### src/rtl/gate_checker2.sv
`default_nettype none
// ============================================================================
// Module      : gate_checker2
// Description : Exhaustive checker for a 2-input combinational gate. On start
//               it drives the four input vectors {b,a} = 00,01,10,11, holds
//               each for SETTLE cycles, samples the gate output at the end of
//               each hold and compares it against the EXPECT truth table.
//               Reports pass / mismatch count / per-vector fail mask and a
//               one-cycle done pulse when the run completes.
// Ports       : clk        - single clock, rising edge
//               rst        - synchronous active-high reset
//               start      - begin a run (only honoured while idle)
//               dut_y      - output of the gate under test
//               dut_a/b    - registered stimulus to the gate inputs
//               busy       - run in progress
//               done       - one-cycle pulse at end of run
//               pass       - last run had zero mismatches
//               err_count  - mismatch count of last run (0..4)
//               fail_mask  - bit k set if vector k mismatched
// Revision    : 1.0 - initial release
// ============================================================================
module gate_checker2 #(
  parameter logic [3:0] EXPECT = 4'b1000,
  parameter int         SETTLE = 2
) (
  input  logic       clk,
  input  logic       rst,
  input  logic       start,
  input  logic       dut_y,
  output logic       dut_a,
  output logic       dut_b,
  output logic       busy,
  output logic       done,
  output logic       pass,
  output logic [2:0] err_count,
  output logic [3:0] fail_mask
);

  localparam logic       c_ST_IDLE   = 1'b0;
  localparam logic       c_ST_RUN    = 1'b1;
  localparam logic [3:0] c_LAST_WAIT = 4'(SETTLE - 1);

  logic       state_q, state_d;
  logic [1:0] idx_q, idx_d;
  logic [3:0] wait_q, wait_d;
  logic       a_q, a_d;
  logic       b_q, b_d;
  logic       busy_q, busy_d;
  logic       done_q, done_d;
  logic       pass_q, pass_d;
  logic [2:0] err_q, err_d;
  logic [3:0] mask_q, mask_d;

  // A sample edge closes the hold window of the current vector.
  logic       w_sample;
  logic       w_last;
  logic       w_mismatch;
  logic [1:0] w_idx_nxt;

  assign w_sample   = (state_q == c_ST_RUN) && (wait_q == c_LAST_WAIT);
  assign w_last     = (idx_q == 2'd3);
  assign w_mismatch = (dut_y != EXPECT[idx_q]);
  assign w_idx_nxt  = idx_q + 2'd1;

  // State register
  always_ff @(posedge clk) begin
    if (rst) begin
      state_q <= c_ST_IDLE;
    end else begin
      state_q <= state_d;
    end
  end

  // Next-state logic
  always_comb begin
    state_d = state_q;
    case (state_q)
      c_ST_IDLE: if (start) state_d = c_ST_RUN;
      c_ST_RUN:  if (w_sample && w_last) state_d = c_ST_IDLE;
      default:   state_d = c_ST_IDLE;
    endcase
  end

  // Output / datapath logic
  always_comb begin
    idx_d  = idx_q;
    wait_d = wait_q;
    a_d    = a_q;
    b_d    = b_q;
    busy_d = busy_q;
    done_d = 1'b0;
    pass_d = pass_q;
    err_d  = err_q;
    mask_d = mask_q;
    case (state_q)
      c_ST_IDLE: begin
        if (start) begin
          idx_d  = 2'd0;
          wait_d = 4'd0;
          a_d    = 1'b0;
          b_d    = 1'b0;
          busy_d = 1'b1;
          pass_d = 1'b0;
          err_d  = 3'd0;
          mask_d = 4'd0;
        end
      end
      c_ST_RUN: begin
        if (w_sample) begin
          if (w_mismatch) begin
            err_d         = err_q + 3'd1;
            mask_d[idx_q] = 1'b1;
          end
          wait_d = 4'd0;
          if (w_last) begin
            busy_d = 1'b0;
            done_d = 1'b1;
            a_d    = 1'b0;
            b_d    = 1'b0;
            // err_d already includes the final vector's result
            pass_d = (err_d == 3'd0);
          end else begin
            // next vector is launched on the same edge: no idle gap
            idx_d = w_idx_nxt;
            a_d   = w_idx_nxt[0];
            b_d   = w_idx_nxt[1];
          end
        end else begin
          wait_d = wait_q + 4'd1;
        end
      end
      default: ;
    endcase
  end

  // Datapath registers
  always_ff @(posedge clk) begin
    if (rst) begin
      idx_q  <= 2'd0;
      wait_q <= 4'd0;
      a_q    <= 1'b0;
      b_q    <= 1'b0;
      busy_q <= 1'b0;
      done_q <= 1'b0;
      pass_q <= 1'b0;
      err_q  <= 3'd0;
      mask_q <= 4'd0;
    end else begin
      idx_q  <= idx_d;
      wait_q <= wait_d;
      a_q    <= a_d;
      b_q    <= b_d;
      busy_q <= busy_d;
      done_q <= done_d;
      pass_q <= pass_d;
      err_q  <= err_d;
      mask_q <= mask_d;
    end
  end

  assign dut_a     = a_q;
  assign dut_b     = b_q;
  assign busy      = busy_q;
  assign done      = done_q;
  assign pass      = pass_q;
  assign err_count = err_q;
  assign fail_mask = mask_q;

endmodule
`default_nettype wire
### config.mk
export PLATFORM = sky130hd
export DESIGN_NAME = gate_checker2
export DESIGN_NICKNAME = d
export VERILOG_FILES = /design/src/rtl/gate_checker2.sv
export SDC_FILE = /design/constraint.sdc
export NUM_CORES = 1
export LEC_CHECK = 0
export CAP_MARGIN = 0
export CORE_ASPECT_RATIO = 1.1
export CORE_MARGIN = 8
export CORE_UTILIZATION = 54
export DETAILED_ROUTE_END_ITERATION = 10
export GPL_TIMING_DRIVEN = 1
export PLACE_DENSITY_LB_ADDON = 0.05
export SYNTH_ARGS = -nofsm -noshare
export SYNTH_HDL_FRONTEND = slang
export SYNTH_SLANG_ARGS = --single-unit
### constraint.sdc
create_clock -name clk -period 4.5 [get_ports clk]
set_input_delay 0.675 -clock clk [delete_from_list [all_inputs] [get_ports clk]]
set_output_delay 0.675 -clock clk [all_outputs]
set_load 0.05 [all_outputs]
### After elaboration in Yosys (flattened, before gate mapping)

Index checks and enable logic that the tools add are counted.

* register bits after elaboration: 19
* bits in latches: 0
* bits in writable memories: 0
* ROM bits: 0
* input port bits: 4
* logic and storage cells: 73
* memories: 0

* $add $sub $neg: 3
* multipliers: 0
* div/mod/pow operators: 0
* $lt $le $gt $ge: 2
* eq/ne operators: 8
* shifts and indexed selects: 0
* muxes and demuxes: 38
* bitwise logic cells: 3
* reductions and logical operators: 9

Operator list (count)
* $mux 4: 4
* $pmux 4 s2: 2
* $mux 1: 15
* $mux 3: 5
* $pmux 1 s2: 5
* $reduce_and 3->1: 3
* $mux 2: 3
* $ne 2x1->1 const B: 3
* $pmux 3 s2: 1
* $add 4x1->4 const B: 1
* $eq 4x1->1 const B: 1
* $ne 2x2->1 const B: 2
* $or 4x4->4: 1
* $pmux 2 s2: 1
* $add 3x1->3 const B: 1
* $logic_and 1x1->1: 3
* $logic_not 3->1: 1
* $lt 2x3->1 const B: 1
* $reduce_or 3->1: 1
* $add 2x1->2 const B: 1
* $bmux 1 s2: 1
* $demux 1 s2: 1
* $eq 2x2->1 const B: 1
* $ge 2x1->1 const B: 1
* 3 further kinds: 4

### Depth between registers and ports, before layout

* depth in word-level cells: 10
* gate-level depth with buffers: 7
* gate-level depth less buffers: 6

### Least setup slack after synthesis

No wires, ideal clock.

* path kind: input to register
* start point: input port dut_y
* end point: register pass_q (netlist: pass)
* library setup time: 0.087 ns
* data arrival time: 1.432 ns
* path slack: 2.981 ns
* cell stages on the path: 4
* path buffers: 0
* cells stage by stage: xor2_2 and3b_1 or2_0 o31ai_1

* cells in the longest elaborated chain, start to end: 8

RTL lines
* start: declaration: RTL line 29 `input logic dut_y,`
* $ne 1x1->1: RTL line 62 `assign w_mismatch = (dut_y != EXPECT[idx_q]);`
* $mux 3: RTL line 110 `if (w_mismatch) begin`
* $mux 3: RTL line 109 `if (w_sample) begin`
* $mux 3: RTL line 95 `case (state_q)`
* $logic_not 3->1: RTL line 121 `pass_d = (err_d == 3'd0);`
* $mux 1: RTL line 115 `if (w_last) begin`
* $mux 1: RTL line 109
* $pmux 1 s2: RTL line 95
* end signal: assignment: RTL line 155 `pass_q <= pass_d;`
* end: declaration: RTL line 50 `logic pass_q, pass_d;`

Every way passes these cells. The select of a mux whose other input is x is not followed.
A chain may end at the register's enable or synchronous reset.

### Worst setup path in the final report

* start point: register err_q[0] (netlist: err_count[0])
* end point: output port err_count[0]

RTL lines
* start: declaration: RTL line 51 `logic [2:0] err_q, err_d;`
* start signal: assignment: RTL line 156 `err_q <= err_d;`
* end: declaration: RTL line 35 `output logic [2:0] err_count,`

No word-level cell between the ends.

==> results.cfg <==
[critical_path]
crit_chain = clkdlybuf4s50_1
reg2reg_depth = 5
critPathKind = register to primary output
cpPeakStageDelay_ns = 0.85
worst-path-buf-inv = 1
cpMaxStageDelayCell = clkdlybuf4s50_1
cp_top_family = buffers and inverters
cp.depth = 1
cp_max_fo = 5
crit_path_end_kind = primary output
worstSetupStartpointType = register
crit_required_ns = 3.83
crit_arrival_ns = 1.59

[clock_tree]
clk_latency_ns = 0.30
cts_sinks = 19
clk_pin_slew_ns = 0.10
clockBufferDepth = 2
clockRootBuffer = clkbuf_4
post_cts_buffers = 0
ctsResizeCount = 0
ctsHoldBuffers = 0
cts_inserted_buffers = 3
cts_tree = built
h-tree-depth = 1

[sta]
finalHoldViolations = 0
fin_ws_ns = 2.239
setup_viol = 0
fin_setup_tns_ns = 0
rsz0062_at_grt = false
slew_headroom = 0.5889
maxSlewViolCount = 0
fin_crit_sh = 0.5024
period_needed_ns = 2.261
worst_slew_pin_slew_ns = 0.6147
finalClockSkew_ns = 0.001682
fmax_mhz = 442.3

[finish]
area_growth_pct = 18.82
n_antenna_cell = 0
drive_gt1_frac = 0.04098
fill_cells = 133
fin_nets = 135

[power_and_ir_drop]
switchingPower_mw = 0.07773
cellPowerDensity_nw_per_um2 = 268.1
swShare = 0.2622
leakagePower_nw = 0.4144
p_int_mw = 0.2188
p_clk_frac = 0.291
pwr-share-seq = 0.595
ir_drop_mv = 0.1859
p_comb_frac = 0.114

[global_routing]
grt_max_degree = 18
grt_pass1_wl_um = 3305
grt_pass1_vias = 785
antenna_found_initial = 0
gr-usage-all-layers = 0.1215
grt_remaining_overflow = 0

[logic_synthesis]
synthArstFlopShare = 0
synth-edff-count = 0
seq_area_frac_synth = 0.4086
synth.cell_area_um2 = 930.9
ys_ff_latch = 19
yosysUniqueCellTypes = 31
yosys_most_used_dff = dfxtp_1
syn-mean-instance-area_um2 = 8.619
yosys_warnings = 0
syn_inst = 108
synth_nets = 120

[drt]
viasPerCell = 5.928
drt-initial-drc-count = 11
vias = 824
antenna_left = 0
first_pass_iters = 4
routed_wl_um = 2024
wl_per_cell_um = 14.56
drcViolationCount = 0

[run]
maxCapViolCount = 0

[hold_path]
min_path_type = register to register
min_delay_path_depth = 2

[floorplan]
die_height_um = 59.55
io-pin-count = 16
rows = 15
dieWidth_um = 55.59
initial_core_util = 0.5835
core_um2 = 1595
die_area_um2 = 3310

[place]
gp_congestion = 0.8626
io_buffers = 15
dpl.hpwl_um = 1476
dpl_worst_slack_ns = 2.366

[status]
status = completed
## state kept, by name, summed over array words and instances (netlist names), 2 cells and up
signal / cells
fail_mask: 4
idx_q: 2
err_count: 3
wait_q: 4
## cells by family (layout without fill, tap and decap cells)
kind of cell | count (synthesis) | after routing | share of synthesized area
AND/OR/NAND/NOR | 42 | 42 | 0.2285
buffers and inverters | 8 | 22 | 0.03629
adder cells (fa/ha/maj) | 8 | 8 | 0.1075
flip-flops | 19 | 19 | 0.4086
XOR/XNOR | 3 | 3 | 0.03630
AO/OA/AOI/OAI | 26 | 26 | 0.1613
multiplexers | 2 | 2 | 0.02151
## placed cells by master, fill, tap and decap left out, types with 2 or more instances in the layout
| cell | instances |
|---|---|
| clkdlybuf4s50_1 | 15 |
| nand3_1 | 4 |
| mux2i_1 | 2 |
| a21oi_1 | 15 |
| ha_1 | 8 |
| o21ai_0 | 4 |
| nand2_1 | 7 |
| nor2_1 | 17 |
| nor2b_1 | 2 |
| nor3_1 | 2 |
| dfxtp_1 | 19 |
| inv_1 | 3 |
| clkbuf_4 | 3 |
| nand2b_1 | 2 |
| or3_1 | 2 |
## per-stage QoR
stage | instance area [µm²] | hold slack [ns] | util | power (mW) | std cells
floorplan | 930.9 | 0.5036 | - | 0.2031 | 108
global placement | 1080 | 0.4517 | 0.6769 | 0.2130 | 135
detailed placement | 1080 | 0.4724 | 0.6769 | 0.2138 | 135
CTS | 1106 | 0.4882 | 0.6933 | 0.2991 | 139
global route | 1106 | 0.5219 | 0.6933 | 0.3060 | 139
finish | 1106 | 0.4911 | 0.6933 | 0.2965 | 139
## power by group through the flow
| stage | sequential, mW | combinational (mW) | clock, mW |
|---|---|---|---|
| detailed placement | 0.180 | 0.0336 | 0 |
| floorplan | 0.184 | 0.0190 | 0 |
| global placement | 0.180 | 0.0330 | 0 |
| finish | 0.176 | 0.0339 | 0.0863 |
| CTS | 0.176 | 0.0339 | 0.0889 |
| global route | 0.177 | 0.0367 | 0.0921 |
## worst register-to-register path: cells and delay by family, from the launching register on
| kind | cells | cell delay (ns) |
|---|---|---|
| DFF | 1 | 0.43 |
| adders and majority gates | 1 | 0.25 |
| AOI/OAI and AO/OA | 1 | 0.24 |
| and+or+nand+nor | 3 | 0.86 |
## routing by layer
metal | track usage | vias up | part of all wire
met4 | 0.07746 | 0 | 0.027
li1 | - | 409 | -
met5 | 0 | - | 0
met1 | 0.1215 | 390 | 0.43
met3 | 0.03219 | 6 | 0.049
met2 | 0.2196 | 19 | 0.49
## layout make-up
| class | count | area (µm²) | share of cell area |
|---|---|---|---|
| Multi-Input combinational cell | 81 | 516.7 | 0.4672 |
| Inverter | 3 | 11.26 | 0.01018 |
| Tap cell | 17 | 21.27 | 0.01923 |
| Clock buffer | 4 | 26.28 | 0.02376 |
| Timing Repair Buffer | 15 | 150.1 | 0.1357 |
| Sequential cell | 19 | 380.4 | 0.3439 |
## Yosys cell counts, types with 2 or more instances
cell	number	share of area
dfxtp_1	19	0.41
nor2_1	17	0.069
a21oi_1	15	0.081
ha_1	8	0.11
nand2_1	7	0.028
clkbuf_1	4	0.016
nand3_1	4	0.022
o21ai_0	4	0.022
inv_1	3	0.012
mux2i_1	2	0.022
nand2b_1	2	0.013
nor2b_1	2	0.013
nor3_1	2	0.011
or3_1	2	0.013
## worst paths after layout
kind	startpoint	endpoint	slack, ns
max	err_count[0]$_SDFFE_PP0P_	err_count[0]	2.24
min	fail_mask[0]$_SDFFE_PP0P_	fail_mask[0]$_SDFFE_PP0P_	0.49
max reg2reg	wait_q[0]$_SDFFE_PP0P_	err_count[0]$_SDFFE_PP0P_	2.63
min reg2reg	fail_mask[0]$_SDFFE_PP0P_	fail_mask[0]$_SDFFE_PP0P_	0.49
No activity file was read; power rests on OpenSTA's default activity.
